`config.mk`:
```
export PLATFORM = sky130hd
export DESIGN_NAME = program_loader
export DESIGN_NICKNAME = d
export VERILOG_FILES = /design/src/rtl/loader_pkg.sv /design/src/rtl/program_loader.sv
export SDC_FILE = /design/constraint.sdc
export NUM_CORES = 1
export LEC_CHECK = 0
export ABC_AREA = 0
export CORE_MARGIN = 10
export CORE_UTILIZATION = 40
export CTS_CLUSTER_DIAMETER = 120
export CTS_CLUSTER_SIZE = 30
export DETAILED_ROUTE_END_ITERATION = 8
export PLACE_DENSITY = 0.92
export SETUP_SLACK_MARGIN = 0.02
export SYNTH_ARGS = -nofsm -noshare
export SYNTH_HDL_FRONTEND = slang
export SYNTH_SLANG_ARGS = --single-unit
export TNS_END_PERCENT = 20
```
`constraint.sdc`:
```
create_clock -name clk -period 1.84 [get_ports clk]
set_clock_uncertainty 0.15 [all_clocks]
set_input_delay 0.368 -clock clk [delete_from_list [all_inputs] [get_ports clk]]
set_output_delay 0.368 -clock clk [all_outputs]
set_load 0.03 [all_outputs]
```
`src/rtl/loader_pkg.sv`:
```
// rtl/loader_pkg.sv - shared FSM encoding and address stride for the program loader
package loader_pkg;

  typedef enum logic [1:0] {
    ST_IDLE  = 2'd0,
    ST_LOAD  = 2'd1,
    ST_RUN   = 2'd2,
    ST_ERROR = 2'd3
  } state_t;

  // Byte distance between consecutive instruction words in memory
  localparam int unsigned ADDR_STRIDE = 4;

endpackage

```
`src/rtl/program_loader.sv`:
```
// rtl/program_loader.sv - streams a program into instruction memory while holding the CPU; optional LOADER_CHECKSUM_EN adds a running word sum
module program_loader
  import loader_pkg::*;
#(
  parameter int          DATA_W    = 32,
  parameter int          DEPTH     = 64,
  parameter logic [31:0] BASE_ADDR = 32'h0
) (
  input  logic                         clk,
  input  logic                         rst,
  input  logic                         start,
  input  logic                         s_valid,
  output logic                         s_ready,
  input  logic [DATA_W-1:0]            s_data,
  input  logic                         s_last,
  output logic                         mem_we,
  output logic [31:0]                  mem_addr,
  output logic [DATA_W-1:0]            mem_wdata,
  output logic                         cpu_initialize,
  output logic                         cpu_rst,
  output logic                         done,
  output logic                         error,
`ifdef LOADER_CHECKSUM_EN
  output logic [DATA_W-1:0]            checksum,
`endif
  output logic [$clog2(DEPTH+1)-1:0]   word_count
);

  localparam int WC_W = $clog2(DEPTH + 1);
  localparam logic [WC_W-1:0] DEPTH_WC = WC_W'(DEPTH);

  state_t state;

  // A beat still fits while fewer than DEPTH words have been taken
  logic in_range;
  assign in_range = (word_count < DEPTH_WC);

  // Load sequencer: state, write-port register stage and CPU hold controls all update together
  always_ff @(posedge clk) begin
    if (!rst) begin
      state          <= ST_IDLE;
      word_count     <= '0;
      done           <= 1'b0;
      error          <= 1'b0;
      mem_we         <= 1'b0;
      mem_addr       <= BASE_ADDR;
      mem_wdata      <= '0;
      s_ready        <= 1'b0;
      cpu_initialize <= 1'b1;
      cpu_rst        <= 1'b1;
`ifdef LOADER_CHECKSUM_EN
      checksum       <= '0;
`endif
    end else begin
      mem_we <= 1'b0;
      case (state)
        // A reload from RUN re-holds the CPU on the same edge that leaves RUN
        ST_IDLE, ST_RUN: begin
          if (start) begin
            state          <= ST_LOAD;
            word_count     <= '0;
            done           <= 1'b0;
            s_ready        <= 1'b1;
            cpu_initialize <= 1'b1;
            cpu_rst        <= 1'b1;
`ifdef LOADER_CHECKSUM_EN
            checksum       <= '0;
`endif
          end
        end
        ST_LOAD: begin
          // s_ready is 1 throughout LOAD, so s_valid alone marks an accepted beat
          if (s_valid) begin
            if (in_range) begin
              mem_we     <= 1'b1;
              mem_addr   <= BASE_ADDR + 32'(word_count) * 32'(ADDR_STRIDE);
              mem_wdata  <= s_data;
              word_count <= word_count + WC_W'(1);
`ifdef LOADER_CHECKSUM_EN
              checksum   <= checksum + s_data;
`endif
              if (s_last) begin
                state          <= ST_RUN;
                done           <= 1'b1;
                s_ready        <= 1'b0;
                cpu_initialize <= 1'b0;
                cpu_rst        <= 1'b0;
              end
            end else begin
              // Overflow: the extra beat is dropped and the CPU stays held until reset
              state   <= ST_ERROR;
              error   <= 1'b1;
              s_ready <= 1'b0;
            end
          end
        end
        ST_ERROR: begin
          state <= ST_ERROR;
        end
        default: begin
          state <= ST_IDLE;
        end
      endcase
    end
  end

endmodule

```
; ---- Yosys cells after proc, flatten, opt, wreduce, memory -nomap -nowiden
; Index checks and enable logic that the tools add are counted.
[totals]
ff_bits = 53
input_bits = 37
out_inout_bits = 77
elab_cells = 53
[op_classes]
addsub = 1
order_cmp = 1
n_eq_ne = 8
muxes = 23
bitwise_logic = 1
n_reduce_logical = 10
[ops]
columns = operator, n
row1 = 7-bit two-way mux, 3
row2 = 7-bit case mux with 2 select lines, 1
row3 = 3-bit AND reduction, 4
row4 = 1-bit two-way mux, 11
row5 = 2-bit two-way mux, 4
row6 = "2-bit inequality test, second input constant", 4
row7 = 4-bit AND reduction, 2
row8 = "7-bit by 1-bit adder with 7-bit output, second input constant", 1
row9 = "7-bit less-than comparator, second input constant", 1
row10 = 1-bit case mux with 2 select lines, 3
row11 = 2-bit case mux with 3 select lines, 1
row12 = 5-bit AND reduction, 1
row13 = "2-bit equality test, second input constant", 2
row14 = "3-bit inequality test, second input constant", 1
row15 = "2-bit by 1-bit equality test with 1-bit output, second input constant", 1
row16 = 2-bit zero test, 1
row17 = 2-bit nonzero test, 1
row18 = 2-bit OR reduction, 1
row19 = 1-bit inverter, 1

; ---- Depth between registers and ports, before layout
; Gate-level depths: netlist (run 1).
[depth]
depth_word = 4
ltp_mapped = 5
depth_no_buf = 4

; ---- Worst setup path before layout (run 1)
; OpenSTA, ideal clock, no wires.
[synth_timing]
kind = reg-to-reg
startpoint = register word_count[6]
endpoint = register done
setup_ps = 116
arrival_time_ps = 1252
required_time_ps = 1574
slack_ps = 323
path_stages_with_launch = 5
n_path_buf = 1
period_less_slack_ps = 1517
cell_sequence = dfxtp_1 -> and4bb_1 -> buf_2 -> and3_1 -> a31o_1
[synth_between]
elab_chain_len = 3
[synth_rtl]
columns = item, line_no
row1 = "start, declared", program_loader.sv:26  ; output logic [$clog2(DEPTH+1)-1:0] word_count
row2 = "start signal, assigned", program_loader.sv:78  ; word_count <= word_count + WC_W'(1);
row3 = 7-bit less-than comparator, program_loader.sv:36  ; assign in_range = (word_count < DEPTH_WC);
row4 = 2-bit inequality test (no line), n/a
row5 = 5-bit AND reduction (no line), n/a
row6 = "end signal, assigned", program_loader.sv:43  ; done <= 1'b0;
row7 = "end signal, assigned", program_loader.sv:62  ; done <= 1'b0;
row8 = "end signal, assigned", program_loader.sv:84  ; done <= 1'b1;
row9 = "end, declared", program_loader.sv:21  ; output logic done,
; Every way passes these cells.
; A chain may end at the register's enable or synchronous reset.

; ---- Final worst setup path (run 1)
[layout_timing]
startpoint = register word_count[6]
endpoint = output word_count[6]
; No word-level cell between the ends.

==> impl_metrics.tcl, run 1 <==
set metrics [dict create \
    diodes 0 \
    wl_per_cell_um 14.0 \
    crit_required_ns 1.32 \
    die_y_um 95.7 \
    yosysMostFrequentCell "nand2_1" \
    fill_cells 533 \
    drv_cap 0 \
    ios 114 \
    finalHoldViolCount 0 \
    yosysTopAreaCellShare_pct 46.3 \
    power_leakage_nw 1.49 \
    placed_area_um2 3250 \
    cts_max_level 2 \
    start_kind "register" \
    synthTopCellsByArea "dfxtp_1 (46%), a21boi_1 (13%), nand2_1 (13%)" \
    dieArea_um2 9150 \
    synth_flop_cell "dfxtp_1" \
    r2r_start "state[0]" \
    clock-sinks 53 \
    num_rows 27 \
    r2r-end "word_count[4]" \
    finish.utilization_pct 59.0 \
    root_buffer "clkbuf_8" \
    synth-seq-cells 53 \
    nets 397 \
    gp_congestion 0.844 \
    synthArstFlopShare_pct 0 \
    setup_viol_count_final 0 \
    synth_commonest_cells "nand2_1 (79), dfxtp_1 (53), a21boi_1 (40)" \
    grt_pass1_vias 1831 \
    cpMaxStageDelayCell "dfxtp_1" \
    die_x_um 95.7 \
    hold_buffers 0 \
    holdPathStages 2 \
    ys_seq_area_share_pct 46.3 \
    grt_use_total_pct 12.5 \
    pwr_density_cell_nw_per_um2 702 \
    rsz0062_at_grt "false" \
    core_um2 5540 \
    initial_core_util_pct 41.4 \
    path_cells "dlygate4sd2_1" \
    portBuffers 88 \
    critPathCaptureType "output port" \
    yosys.area.top_type "dfxtp_1" \
    fin_ws_ns 0.150 \
    cp_slowest_stage_delay_ns 0.44 \
    clk-insertion-delay-late_ns 0.30 \
    crit_buf_inv 1 \
    cts_buffers 5 \
    tritoncts "built" \
    fin_crit_ns 1.69 \
    multi_input_area_um2 1020 \
    slew_violations 0 \
    ys_warn_count 0 \
    via_count 1989 \
    preCtsSetupSlack_ns -0.132 \
    worstHoldStart "mem_wdata[12]" \
    power_mw 2.29 \
    synth_edf_count 0 \
    antenna_found_initial 0 \
    worst_path_dominant_cell_family "flip-flops" \
    path_clk_slew_ns 0.10 \
    netlist_area_um2 2290 \
    synth_area_per_cell_um2 8.68 \
    vdd_drop_max_mv 0.369 \
    grt_overflow 0 \
    drc_errors 0 \
    syn_inst 264 \
    final_area_um2 3270 \
    drive_above_1_share_pct 7.80 \
    wirelength_mm 6.04 \
    seqCellArea_um2 1060 \
    vias_per_cell 4.61 \
    worstSetupPathType "reg -> out" \
    status "completed" \
    worst-r2r-setup-slack_ns 0.31 \
    syn_to_final_growth_pct 42.6 \
    yosysUniqueCellTypes 30 \
    crit_arrival_ns 1.17 \
    clockBufferDepth 2 \
    hpwl_mm 4.67 \
    grt_pass1_wl_mm 9.25 \
    critPathMaxFanout 7 \
    postRouteAntennaNets 0 \
    drtPass1Iterations 4 \
    hold_path_end "mem_wdata[12]" \
    initialDrtViolationCount 79 \
    fmax_mhz 592 \
    fin_crit_sh_pct 91.8 \
    r2r_cells 4 \
    grt_max_degree 29 \
    min_path_type "reg -> reg" \
]
[worst max path at each step]
stage	from	end	slack (ns)	cells after the start
floorplan	word_count[6]	done	0.32	4
global placement	s_valid	word_count[5]	-0.07	5
finish	word_count[6]	word_count[6]	0.15	1
global route	word_count[6]	word_count[6]	0.09	1
detailed placement	s_valid	word_count[5]	-0.13	5
CTS	word_count[6]	word_count[6]	0.13	1
[report_power, final]
group | switching (mW) | internal, mW | total (mW)
clock network | 0.357 | 0.300 | 0.656
logic | 0.261 | 0.175 | 0.435
registers | 0.0192 | 1.18 | 1.20
[routing by layer]
metal / wire length (µm) / global-route usage (%) / vias up
met1: 2380 / 13.7 / 910
met4: 31 / 2.95 / 0
met3: 635 / 4.95 / 5
met5: 0 / 0 / -
met2: 3000 / 22.1 / 65
li1: - / - / 1009
[registers in the layout, indices dropped and copies added, names as in the netlist]
signal      count
mem_wdata      32
cpu_rst         1
state           2
mem_we          1
mem_addr        7
done            1
error           1
s_ready         1
word_count      7
[metrics by stage]
step	hold WS [ns]	std cells	TNS, ns
after detailed placement	0.295	424	-3.98
after CTS	0.305	431	0
final	0.301	431	0
after global placement	0.289	424	-1.02
after global routing	0.318	431	0
after floorplan	0.308	288	0
[cells in the final DEF, fill, tap and decap left out]
cell type / synthesis / final
buf_12: 0 / 3
o211a_1: 1 / 1
and2_1: 1 / 1
and4bb_1: 1 / 1
o2bb2ai_1: 1 / 1
dlygate4sd2_1: 0 / 52
clkbuf_8: 0 / 6
nand2b_1: 2 / 2
nand2_1: 79 / 79
buf_4: 33 / 17
a21boi_1: 40 / 40
dfxtp_1: 53 / 53
nand4b_1: 1 / 1
nand3_1: 9 / 9
conb_1: 1 / 25
a21boi_0: 2 / 2
o21ai_0: 3 / 3
a211oi_1: 1 / 1
nor2_1: 2 / 2
mux2i_1: 4 / 4
clkbuf_1: 7 / 1
inv_1: 1 / 1
and3_1: 3 / 3
clkdlybuf4s50_1: 0 / 36
o21a_1: 2 / 2
nand3b_1: 4 / 4
ha_1: 1 / 1
a31oi_1: 1 / 1
a31o_1: 1 / 1
o211ai_1: 1 / 1
nand4bb_2: 1 / 1
a211oi_2: 1 / 1
a21oi_1: 3 / 3
[final cells by class]
type                    count  share of cell area (%)
inverters                   1                   0.115
well taps                  72                    2.76
repair buffers            108                    30.7
flip-flops and latches     53                    32.5
clock buffers               7                    2.64
multi-input cells         190                    31.3
[kinds of logic (layout without fill, tap and decap cells)]
| group | Yosys count | count (layout) | share of synthesized area (%) |
|---|---|---|---|
| buffers and inverters | 45 | 116 | 13.0 |
| multiplexers | 4 | 4 | 1.75 |
| other | 1 | 25 | 0.164 |
| AO/OA/AOI/OAI | 57 | 57 | 18.4 |
| AND/OR/NAND/NOR | 103 | 103 | 19.8 |
| flip-flops | 53 | 53 | 46.3 |
| adder cells (fa/ha/maj) | 1 | 1 | 0.546 |
[timing repair]
action / CTS / global route
setup buffers: 0 / 0
hold endpoints to repair: 0 / 0
resized for setup: 52 / 0
setup endpoints to repair: 52 / 0
(Power assumes the default switching activity.)
==> inputs of run 2 (changes only) <==
Settings changed: ABC_AREA 0 to 1, CORE_UTILIZATION 40 to 39, PLACE_DENSITY 0.92 to 0.91.
==> impl_metrics.tcl, run 2 <==
set metrics [dict create \
    status "completed" \
    yosysUniqueCellTypes 22 \
    r2r_cells 8 \
    worst_path_dominant_cell_family "flip-flops" \
    max_flop_register "mem_wdata" \
    vias_per_cell 4.62 \
    drive_above_1_share_pct 6.82 \
    diodes 0 \
    cts_buffers 5 \
    synth_commonest_cells "nor2_1 (79), dfxtp_1 (53), o21ai_0 (44)" \
    die_x_um 95.2 \
    crit_required_ns 1.32 \
    power_mw 2.58 \
    crit_arrival_ns 1.18 \
    yosysMostFrequentCell "nor2_1" \
    fmax_mhz 588 \
    placed_area_um2 3120 \
    drtPass1Iterations 4 \
    syn_inst 287 \
    min_path_type "reg -> reg" \
    stdcell_count 453 \
    num_rows 27 \
    via_count 2095 \
    fin_crit_sh_pct 92.5 \
    grt_overflow 0 \
    largest_reg_flops 32 \
    core_um2 5510 \
    wirelength_mm 6.10 \
    holdPathStages 2 \
    synthTopCellsByArea "dfxtp_1 (48%), nor2_1 (13%), o21ai_0 (10%)" \
    final_area_um2 3150 \
    finish.utilization_pct 57.3 \
    postCtsSetupBuffers 0 \
    pwr_density_cell_nw_per_um2 818 \
    crit_cells 1 \
    start_kind "register" \
    syn_to_final_growth_pct 43.1 \
    critPathCaptureType "output port" \
    clockBufferDepth 2 \
    synth_edf_count 0 \
    multi_input_area_um2 897 \
    antenna_found_initial 0 \
    largest_registers "mem_wdata (32), mem_addr (7), word_count (7)" \
    synthArstFlopShare_pct 0 \
    initialDrtViolationCount 92 \
    fin_crit_ns 1.70 \
    worstSetupPathType "reg -> out" \
    synth_area_per_cell_um2 7.68 \
    finalHoldViolCount 0 \
    netlist_area_um2 2200 \
    slew_violations 0 \
    cp_slowest_stage_delay_ns 0.44 \
    ios 114 \
    seqCellArea_um2 1060 \
    ys_warn_count 0 \
    yosysTopAreaCellShare_pct 48.2 \
    grt_pass1_wl_mm 9.64 \
    crit_buf_inv 1 \
    power_leakage_nw 1.61 \
    drv_cap 0 \
    critPathMaxFanout 6 \
    hpwl_mm 4.80 \
    place_inst 445 \
    fill_cells 534 \
    setup_viol_count_final 0 \
    portBuffers 88 \
    initial_core_util_pct 40.0 \
    nets 418 \
    grt_use_total_pct 13.2 \
    hold_ws_ns 0.289 \
    wl_per_cell_um 13.5 \
    grt_pass1_vias 2056 \
    postRouteAntennaNets 0 \
    grt_max_degree 25 \
    mostFrequentLayoutCell "nor2_1" \
    synth-seq-cells 53 \
    path_clk_slew_ns 0.09 \
    die_y_um 95.2 \
    yosys.area.top_type "dfxtp_1" \
    clk-insertion-delay-late_ns 0.30 \
    path_cells "dlygate4sd2_1" \
    cts_resized 52 \
    root_buffer "clkbuf_8" \
    cts_max_level 2 \
    clock-sinks 53 \
    rsz0062_at_grt "false" \
    final_cell_mix "nor2_1 (79), dfxtp_1 (53), dlygate4sd2_1 (52), o21ai_0 (44), clkdlybuf4s50_1 (36)" \
    tritoncts "built" \
    vdd_drop_max_mv 0.470 \
    dieArea_um2 9060 \
    synth_flop_cell "dfxtp_1" \
    cpMaxStageDelayCell "dfxtp_1" \
    drc_errors 0 \
    gp_congestion 0.893 \
    hold_buffers 0 \
    ys_seq_area_share_pct 48.2 \
]
==> run 2: cell types whose count changed in the layout (fill, tap and decap cells not counted), moves of 3 or more <==
cell / delta
nor2_1: +77
nand2_1: -56
o21ai_0: +41
a21boi_1: -40
inv_1: +15
a21oi_1: +11
buf_4: -9
mux2i_1: -4
nand3b_1: -4
and3_1: -3
==> run 2: path summary, 6_finish.rpt <==
check,to,startpoint,slack [ns]
min reg2reg,mem_addr[8],mem_addr[8],0.29
max reg2reg,mem_wdata[3],state[0],0.28
max,word_count[2],word_count[2],0.14
min,mem_addr[8],mem_addr[8],0.29
==> run 2: logic make-up after synthesis <==
kind of cell | Yosys count | synth area share [%]
and+or+nand+nor | 118 | 22.4
AOI/OAI and AO/OA | 59 | 13.5
buffers and inverters | 55 | 15.2
DFF | 53 | 48.2
adders and majority gates | 1 | 0.568
other | 1 | 0.170
==> run 2: metal layers <==
layer	routed length [µm]	global-route usage (%)
met1	2260	13.9
met2	2750	21.3
met3	1010	8.33
met4	81	4.11
met5	0	0
==> run 2: stage by stage <==
stage / setup slack [ns] / TNS, ns
2_1_floorplan: 0.374 / 0
3_3_place_gp: -0.0237 / -0.0317
3_5_place_dp: -0.148 / -0.406
4_1_cts: 0.117 / 0
5_1_grt: 0.0758 / 0
6_report: 0.138 / 0
==> run 2: report_power, final <==
group / total (mW) / switching, mW / internal (mW) / leakage, nW
Combinational: 0.614 / 0.397 / 0.217 / 1.13
Sequential: 1.26 / 0.0394 / 1.22 / 0.433
Clock: 0.704 / 0.364 / 0.341 / 0.0542
==> run 2: final cells by class <==
class	count	share of cell area (%)
clock buffers	7	3.06
clock inverters	1	0.159
inverters	18	2.14
multi-input cells	203	28.5
flip-flops and latches	53	33.7
well taps	72	2.86
repair buffers	99	29.7
